<file path="src/rtl/rom_port_arbiter.sv">
// Two-port round-robin arbiter in front of the genrom read port.
// Define ROM_ARB_LOCK_EN to add the port-0 burst lock input rq_lock0.
module rom_port_arbiter #(
  parameter int AW      = 5,
  parameter int EXTRA   = 4,
  parameter int ROM_LAT = 1
) (
  input  logic                     clk,
  input  logic                     reset,
  input  logic [1:0]               rq_req,
  input  logic [AW:0]              rq_addr0,
  input  logic [AW:0]              rq_addr1,
  input  logic [EXTRA-1:0]         rq_extra0,
  input  logic [EXTRA-1:0]         rq_extra1,
  input  logic [AW:0]              rq_lo0,
  input  logic [AW:0]              rq_lo1,
  input  logic [AW:0]              rq_hi0,
  input  logic [AW:0]              rq_hi1,
`ifdef ROM_ARB_LOCK_EN
  input  logic                     rq_lock0,
`endif
  output logic [1:0]               rq_gnt,
  output logic [1:0]               rs_valid,
  output logic [(2**EXTRA)*8-1:0]  rs_data,
  output logic                     rs_error,
  output logic [AW:0]              mem_addr,
  output logic [EXTRA-1:0]         mem_extra,
  output logic [AW:0]              mem_lower_bound,
  output logic [AW:0]              mem_upper_bound,
  input  logic [(2**EXTRA)*8-1:0]  mem_data,
  input  logic                     mem_error
);

  localparam int L = ROM_LAT;

  logic         last;
  logic         lock;
  logic [1:0]   gnt;
  logic [L-1:0] tv;
  logic [L-1:0] tp;

`ifdef ROM_ARB_LOCK_EN
  logic gnt0_q;

  always_ff @(posedge clk or negedge reset) begin
    if (!reset) gnt0_q <= 1'b0;
    else        gnt0_q <= gnt[0];
  end

  assign lock = gnt0_q & rq_lock0 & rq_req[0];
`else
  assign lock = 1'b0;
`endif

  always_comb begin
    gnt = 2'b00;
    if (!reset)        gnt = 2'b00;
    else if (lock)     gnt = 2'b01;
    else if (&rq_req)  gnt = last ? 2'b01 : 2'b10;
    else               gnt = rq_req;
  end

  assign rq_gnt = gnt;

  always_comb begin
    mem_addr        = '0;
    mem_extra       = '0;
    mem_lower_bound = '0;
    mem_upper_bound = '0;
    unique case (1'b1)
      gnt[0]: begin
        mem_addr        = rq_addr0;
        mem_extra       = rq_extra0;
        mem_lower_bound = rq_lo0;
        mem_upper_bound = rq_hi0;
      end
      gnt[1]: begin
        mem_addr        = rq_addr1;
        mem_extra       = rq_extra1;
        mem_lower_bound = rq_lo1;
        mem_upper_bound = rq_hi1;
      end
      default: ;
    endcase
  end

  // tag shift register: bit 0 is the access granted at this edge
  always_ff @(posedge clk or negedge reset) begin
    if (!reset) begin
      last     <= 1'b1;
      tv       <= '0;
      tp       <= '0;
      rs_valid <= 2'b00;
      rs_data  <= '0;
      rs_error <= 1'b0;
    end else begin
      if (|gnt) last <= gnt[1];
      tv       <= L'({tv, |gnt});
      tp       <= L'({tp, gnt[1]});
      rs_valid <= {tv[L-1] & tp[L-1], tv[L-1] & ~tp[L-1]};
      if (tv[L-1]) begin
        rs_data  <= mem_data;
        rs_error <= mem_error;
      end
    end
  end

endmodule

</file>
<file path="config.mk">
export PLATFORM = sky130hd
export DESIGN_NAME = rom_port_arbiter
export DESIGN_NICKNAME = d
export VERILOG_FILES = /design/src/rtl/rom_port_arbiter.sv
export SDC_FILE = /design/constraint.sdc
export NUM_CORES = 1
export LEC_CHECK = 0
export ABC_AREA = 1
export CAP_MARGIN = 20
export CORE_AREA = 2 2 129 131
export DETAILED_ROUTE_END_ITERATION = 12
export DIE_AREA = 0 0 131 133
export MAX_ROUTING_LAYER = met4
export PLACE_DENSITY = 0.78
export SETUP_SLACK_MARGIN = 0.5
export SLEW_MARGIN = 20
export SYNTH_ARGS = -nofsm -noshare
export SYNTH_HDL_FRONTEND = slang
export SYNTH_SLANG_ARGS = --single-unit
</file>
<file path="constraint.sdc">
create_clock -name clk -period 1.5 [get_ports clk]
set_input_delay 0.3 -clock clk [delete_from_list [all_inputs] [get_ports clk]]
set_output_delay 0.3 -clock clk [all_outputs]
set_load 0.01 [all_outputs]
</file>
== After elaboration in Yosys (flattened, before gate mapping) ==
Index checks and enable logic that the tools add are counted.

* Register bits after elaboration: 134
* Bits in latches: 0
* Bits in writable memories: 0
* Bits in read-only memories: 0
* Input bits: 177
* Output and inout port bits: 155
* Logic and storage cells: 18
* Memories kept: 0

* $add $sub $neg: 0
* $mul: 0
* Div/mod/pow operators: 0
* Order comparisons: 0
* Eq/ne operators: 0
* Shift-type cells: 0
* Mux-type cells: 7
* Bitwise logic cells: 3
* Reduce and logical (&&, ||, !) cells: 2

{| class="wikitable"
|+ Operator list
! kind !! number
|-
| one-hot mux 6 bit (2 select lines) || 3
|-
| one-hot mux 4 bit (2 select lines) || 1
|-
| 2-to-1 mux 2 bit || 3
|-
| bitwise AND 1 bit || 2
|-
| AND reduction 2 bit || 1
|-
| OR reduction 2 bit || 1
|-
| NOT 1 bit || 1
|}

== Depth between registers and ports, before layout ==
Gate-level depths: netlist of the first run.

* Depth in word-level cells: 4
* Mapped depth: 6
* Depth with buffers taken out: 4

== Least setup slack after synthesis of the first run ==
No wires, ideal clock.

* Path type: reg-to-output
* Start: reg last
* End: out mem_addr[0]
* Data arrival time: 1.011 ns
* Data required time: 1.200 ns
* Path slack: 0.189 ns
* Stages on the path, launching flop included: 6
* Buffers on the path: 1
* Cell sequence: dfstp_2 > inv_1 > nand2_1 > buf_2 > nand3_1 > nand2_1

* Cells in the longest elaborated chain, start to end: 4

{| class="wikitable"
|+ RTL lines
! element !! RTL line !! RTL
|-
| start: declaration || 36 || <nowiki>logic last;</nowiki>
|-
| start signal: assignment || 97 || <nowiki>if (|gnt) last <= gnt[1];</nowiki>
|-
| 2-to-1 mux 2 bit (2 in series) || 59 || <nowiki>else if (&rq_req) gnt = last ? 2'b01 : 2'b10;</nowiki>
|-
| 2-to-1 mux 2 bit || 57 || <nowiki>if (!reset) gnt = 2'b00;</nowiki>
|-
| one-hot mux 6 bit (2 select lines) || 70 || <nowiki>unique case (1'b1)</nowiki>
|-
| end: declaration || 26 || <nowiki>output logic [AW:0] mem_addr,</nowiki>
|}

No other way between the ends.

== Worst setup path in the final report of the first run ==
* Start: reg last
* End: out mem_upper_bound[4]

* Cells in the longest elaborated chain, start to end: 4

{| class="wikitable"
|+ RTL lines
! element !! RTL line !! RTL
|-
| 2-to-1 mux 2 bit (2 in series) || 59 ||
|-
| 2-to-1 mux 2 bit || 57 ||
|-
| one-hot mux 6 bit (2 select lines) || 70 ||
|-
| end: declaration || 29 || <nowiki>output logic [AW:0] mem_upper_bound,</nowiki>
|}

No other way between the ends.

==> results of run 1 <==
[timing repair]
item,CTS,global route
endpoints found under the setup margin,288,376
hold endpoints to repair,36,36
cloned,26,12
resized for setup,829,339
buffers inserted,48,48
pin swaps,60,111
[where the power goes]
part	internal [mW]	switching (mW)	leakage, nW
Clock	2.84	1.72	0.303
Sequential	4.07	0.376	1.63
Combinational	2.46	1.95	4.73
Total	9.37	4.04	6.66
[registers in the layout (all words and copies together) (netlist names)]
name and count:
rs_data 128, rs_valid 2, last 1, tv 1, tp 1, rs_error 1
[per-stage QoR]
stage | area [um^2] | utilization [%] | setup WS, ps | power, mW
after floorplan | 5560 | - | 269 | 5.31
after global placement | 9130 | 56.4 | -637 | 7.04
after detailed placement | 9130 | 56.4 | -665 | 7.09
after CTS | 11000 | 67.8 | -428 | 12.2
after global routing | 12900 | 79.8 | -467 | 13.9
final | 12900 | 79.8 | -412 | 13.4
[logic make-up after synthesis]
kind of cell / synth area share [%]
AO/OA/AOI/OAI: 0.0915
buffers and inverters: 5.66
flip-flops: 61.4
AND/OR/NAND/NOR: 32.8
[critical path, delay by kind of cell (launching register included)]
family	cells	cell delay [ps]
buffers and inverters	4	410
DFF	1	540
and+or+nand+nor	3	250
[per-layer routing]
layer | wire length, um | vias up
met2 | 14600 | 366
met5 | 0 | -
met4 | 1380 | 0
met3 | 2050 | 115
met1 | 9590 | 3230
li1 | - | 2928
[final cells by class]
cell class / instances / area, um^2
Inverter: 6 / 30.0
Fill cell: 875 / 3270
Timing Repair Buffer: 487 / 5410
Clock inverter: 14 / 196
Tap cell: 220 / 275
Sequential cell: 134 / 3360
Clock buffer: 18 / 439
Multi-Input combinational cell: 464 / 3200
[cell usage after synthesis (all sizes together)]
master,n
nor2,1
dfstp,1
buf,37
dfrtp,133
inv,6
nand2,417
nand3,45
a21oi,1
[how the worst max path moves through the flow]
stage / from / depth (start not counted) / endpoint / slack, ps
2_1_floorplan: last$_DFFE_PN1P_ / 5 / mem_addr[0] / 270
3_3_place_gp: rq_req[0] / 7 / mem_lower_bound[1] / -640
3_5_place_dp: rq_req[0] / 7 / mem_upper_bound[3] / -670
4_1_cts: last$_DFFE_PN1P_ / 7 / mem_upper_bound[1] / -430
5_1_grt: last$_DFFE_PN1P_ / 7 / mem_upper_bound[0] / -470
6_report: last$_DFFE_PN1P_ / 7 / mem_upper_bound[4] / -410
==> reports/results.env, run 1 <==
OUTCOME='complete, but fails checks'
FAILED_CHECKS='negative hold slack, negative setup slack'
GRT_FIRST_PASS_WIRELENGTH_MM=33.2
FINALWEIGHTEDCONGESTION=0.838
CP_DATA_REQUIRED_TIME_PS=1200
DRV_CAP=0
YOSYS_REGISTER_BITS=134
POST-SYNTH-TOP-AREA-CELL='sky130_fd_sc_hd__dfrtp_1'
POWER_LEAKAGE_nW=6.66
GRT_START_MAX_NET_PINS=98
CLOCK_TRANSITION_AT_THE_REGISTERS_OF_THE_REPORTED_PATHS_PS=60
DIE-WIDTH_UM=131
CORE_AREA_UM2=16200
CRITPATHCAPTURETYPE='primary output'
ACHIEVABLE-FREQUENCY_MHz=523
DETAIL-ROUTE-ANTENNA-NETS=0
DR.PASS1.ITERS=4
TOP_LEVEL_PORTS=332
RRSETUPSLACK_PS=200
CTS-BUFFERS-INSERTED=17
FINAL_LAYOUT_SIZE_SUFFIX_GT1_SHARE_PCT=58.6
WORST_PATH_LARGEST_CELL_DELAY_PS=540
POST-PLACE-CELLS=1177
TIMING_WORST_SLEW_PIN_VALUE_PS=538
DETAILROUTE.VIA_COUNT=6639
R2R.WORST_PATH.CELLS=5
FINCLKSKEW_PS=12.5
SYNTHESIS.AREA_UM2=5460
PATH_CELLS='inv_2, nand2_4, buf_12, clkbuf_16, nand3_2, nand2_2, buf_6'
CTS_MAX_LEVEL=4
WORST_R2R_ENDPOINT='rs_data[82]$_DFFE_PN0P_'
CRITPATHMAXFANOUT=5
CP_SLOWEST_CELL='sky130_fd_sc_hd__dfstp_2'
SETUP_VIOLATIONS=24
NNETSFINAL=1287
MOSTFREQUENTLAYOUTCELLS='sky130_fd_sc_hd__nand2_2, sky130_fd_sc_hd__clkdlybuf4s50_1, sky130_fd_sc_hd__dfrtp_1'
CTS_TREE='built'
SYNTH.AREA.TOP_CELLS='sky130_fd_sc_hd__dfrtp_1, sky130_fd_sc_hd__nand2_1, sky130_fd_sc_hd__nand3_1, sky130_fd_sc_hd__buf_6, sky130_fd_sc_hd__buf_4'
TIMING_MAX_TRANSITION_VIOLATIONS_FINAL=0
MIN-DELAY-PATH-CLASS='in2async'
FINAL.MIN_CLOCK_PERIOD_PS=1910
RSZ_0062_RAISED_AFTER_GLOBAL_ROUTING='yes'
AVGROUTEDWIREPERCELL_UM=20.5
INITIAL_ANTENNA_VIOLATION_COUNT=0
GRT_PASS1_VIAS=6203
WORSTREG2REGSTART='tv$_DFF_PN0_'
YS.WARNINGS.COUNT=0
LAYOUTNONFILLERINSTCOUNT=1343
WORSTSETUPSTARTPOINTTYPE='register'
FINALSETUPTNS_PS=-8720
CRITPATHARRIVALTIME_PS=1610
VDD_DROP_MAX_mV=0.809
BUFFER_PORTS.INSERTED=331
ROUTE.FINAL.WIRE_LENGTH_MM=27.6
ROUTING_USAGE_ON_MET2_PCT=45.0
CORE.ROWCOUNT=47
GRTUSAGETOTAL_PCT=26.2
FIN_HOLD_WS_PS=-91.9
PWR_DENSITY_CELL_nW_PER_UM2=1040
LAYOUT_COMMONEST_CELL='sky130_fd_sc_hd__nand2_2'
HOLD_VIOL=36
CLOCKROOTBUFFER='sky130_fd_sc_hd__clkbuf_16'
GRT-BUSIEST-LAYER='met2'
VIASPERCELL=4.94
YS_SEQ_AREA_SHARE_PCT=61.4
SLEW_HEADROOM_PCT=64.1
CRITPATHKIND='reg2out'
SYNTH_CELL_TYPES=11
DIEHEIGHT_UM=133
POST_SYNTH_INST_COUNT=641
CLK_PATH_BUF_DEPTH=2
GRT_REMAINING_OVERFLOW=0
HPWL_MM=13.1
NETLIST.AREA_LEADER.SHARE_PCT=60.9
POST_ROUTE_FRACTION_OF_THE_PERIOD_CONSUMED_BY_THE_CRITICAL_PATH_PCT=127
FLOORPLAN.DIE_AREA_UM2=17400
USE_MET1_PCT=28.2
CLOCK-SINKS=134
POSTSYNTHNETCOUNT=818
AREAGROWTHSYNTHTOFINISH_PCT=136
AVGSYNTHCELLAREA_UM2=8.52
DRC_ERRORS=0
FINALWORSTSETUPSLACK_PS=-412
INITIAL_CORE_UTILIZATION_PCT=33.8
ANTENNADIODECOUNT=0
DRT_ITER0_DRC=293
USE_MET3_PCT=6.11
CLK_LATENCY_PS=430
No activity file was read; power rests on OpenSTA's default activity.
==> run 2, diff against run 1 <==
Settings changed: CELL_PAD_IN_SITES_DETAIL_PLACEMENT set to 0, CELL_PAD_IN_SITES_GLOBAL_PLACEMENT set to 1, CORE_AREA 2 2 129 131 to unset, CORE_ASPECT_RATIO set to 2, CORE_MARGIN set to 1.5, CORE_UTILIZATION set to 26, DIE_AREA 0 0 131 133 to unset, PLACE_DENSITY 0.78 to 0.84, SLEW_MARGIN 20 to unset.
==> run 2 against run 1 <==
  * The flow still finishes with violations (negative hold slack, negative setup slack)
  * Combinational power decreased by 5.5%
  * Maximum frequency decreased by 3.8%
  * Die area increased by 26%
  * Sequential share of layout area increased by 0.67 points
  * Non-clock buffer count decreased by 19
  * Clock power decreased by 1%
  * Sequential power about the same
  * Final cell count increased by 2.4%
  * Clock skew decreased by 3.9 ps
==> reports/results.env, run 2 (synthesis results as in run 1) <==
LAYOUTNONFILLERINSTCOUNT=1375
NNETSFINAL=1270
GRT_FIRST_PASS_WIRELENGTH_MM=36.1
MOSTFREQUENTLAYOUTCELLS='sky130_fd_sc_hd__nand2_1, sky130_fd_sc_hd__clkdlybuf4s50_1, sky130_fd_sc_hd__nand2_2'
PWR_DENSITY_CELL_nW_PER_UM2=1040
LAYOUT_COMMONEST_CELL='sky130_fd_sc_hd__nand2_1'
GRT_PASS1_VIAS=6177
DR.PASS1.ITERS=4
POST_DP_CELL_AREA_UM2=9130
HPWL_MM=14.2
POST_ROUTE_FRACTION_OF_THE_PERIOD_CONSUMED_BY_THE_CRITICAL_PATH_PCT=132
CTS_TREE='built'
CRITPATHMAXFANOUT=6
FINALSETUPTNS_PS=-9530
TOTALPOWERFINAL_mW=13.1
CLK_LATENCY_PS=430
CLOCKROOTBUFFER='sky130_fd_sc_hd__clkbuf_16'
FAILED_CHECKS='negative hold slack, negative setup slack'
TIMING_MAX_TRANSITION_VIOLATIONS_FINAL=0
CTS_MAX_LEVEL=4
CTS-BUFFERS-INSERTED=17
DRV_CAP=0
DRT_ITER0_DRC=204
FINCLKSKEW_PS=8.53
GRT_START_MAX_NET_PINS=61
AREAGROWTHSYNTHTOFINISH_PCT=130
SLEW_HEADROOM_PCT=62.4
CLOCK-SINKS=134
WORSTSETUPSTARTPOINTTYPE='register'
VIASPERCELL=4.56
GRTUSAGETOTAL_PCT=23.4
AVGROUTEDWIREPERCELL_UM=20.2
NUM-FILL-CELLS=1698
SEQUENTIAL_CELL_AREA_UM2=3360
RSZ_0062_RAISED_AFTER_GLOBAL_ROUTING='yes'
DETAIL-ROUTE-ANTENNA-NETS=0
REGMOSTFLOPS='rs_data'
GRT_REMAINING_OVERFLOW=0
FINAL_LAYOUT_SIZE_SUFFIX_GT1_SHARE_PCT=53.9
PATH_CELLS='buf_6, nand2_8, buf_6, buf_16, nand3_2, nand2_2, buf_6'
POST-PLACE-CELLS=1219
DIE-WIDTH_UM=105
MIN-DELAY-PATH-CLASS='in2async'
FIN_UTIL_PCT=61.2
AREA_OF_THE_MULTI_INPUT_GATES_UM2=3060
CP_DATA_REQUIRED_TIME_PS=1200
ACHIEVABLE-FREQUENCY_MHz=503
PRE_CTS_SLACK_PS=-652
DRC_ERRORS=0
CLK_PATH_BUF_DEPTH=2
FLOORPLAN.DIE_AREA_UM2=21900
FINAL_NON_FILLER_CELL_AREA_UM2=12600
CRITPATHKIND='reg2out'
OUTCOME='complete, but fails checks'
DIEHEIGHT_UM=208
CORE_AREA_UM2=20600
BIGGESTREGSBYFLOPS='rs_data x128, rs_valid x2'
CP_SLOWEST_CELL='sky130_fd_sc_hd__dfstp_2'
FINAL.MIN_CLOCK_PERIOD_PS=1990
SETUP_VIOLATIONS=24
CRITPATHARRIVALTIME_PS=1690
INITIAL_ANTENNA_VIOLATION_COUNT=3
POWER_LEAKAGE_nW=6.39
CLOCK_TRANSITION_AT_THE_REGISTERS_OF_THE_REPORTED_PATHS_PS=60
ROUTE.FINAL.WIRE_LENGTH_MM=27.8
BUFFER_PORTS.INSERTED=331
FINALWEIGHTEDCONGESTION=0.820
CRITPATHCAPTURETYPE='primary output'
CORE.ROWCOUNT=74
FIN_HOLD_WS_PS=-130
CRIT_PATH_FREQUENT_CELL='sky130_fd_sc_hd__buf_6'
DETAILROUTE.VIA_COUNT=6271
WORST_PATH_LARGEST_CELL_DELAY_PS=540
FINALWORSTSETUPSLACK_PS=-487
R2R.WORST_PATH.CELLS=6
LARGEST_REG_FLOPS=128
VDD_DROP_MAX_mV=0.647
INITIAL_CORE_UTILIZATION_PCT=26.6
TOP_LEVEL_PORTS=332
TIMING_WORST_SLEW_PIN_VALUE_PS=564
HOLD_VIOL=24
==> run 2: final timing paths <==
check | from | endpoint | slack, ps
min in group clk | reset | tv$_DFF_PN0_ | 250
max reg2reg | tv$_DFF_PN0_ | rs_data[80]$_DFFE_PN0P_ | 190
max in group asynchronous | reset | rs_data[85]$_DFFE_PN0P_ | 750
min | reset | rs_data[2]$_DFFE_PN0P_ | -130
min reg2reg | rs_data[114]$_DFFE_PN0P_ | rs_data[114]$_DFFE_PN0P_ | 470
max | last$_DFFE_PN1P_ | mem_addr[4] | -490
==> run 2: per-layer routing <==
layer / share of wire (%) / global-route usage, %
met1: 30 / 19.2
met2: 59 / 46.1
met3: 5.5 / 5.98
met4: 5.6 / 12.3
met5: 0 / -
==> run 2: repair_timing <==
action	CTS	global route
setup endpoints to repair	348	396
hold endpoints to repair	24	24
pin swaps	43	82
buffers inserted	41	41
gates resized for setup	812	323
cloned	25	14
==> run 2: where the power goes <==
group          internal (mW)  switching [mW]
Combinational           2.32            1.85
Sequential              4.07           0.372
Clock                   2.79            1.70
==> run 2: layout make-up <==
type	count	share of cell area, %
inverter	6	0.338
sequential	134	26.7
timing repair buffer	468	40.9
antenna	3	0.0597
tap	266	2.65
clock buffer	18	3.41
multi-input combinational	466	24.3
clock inverter	14	1.57
==> run 2: critical path: cells and delay by family (launching register included) <==
kind          cells  cell delay, ps
flops             1             540
buf+inv           4             510
simple gates      3             200
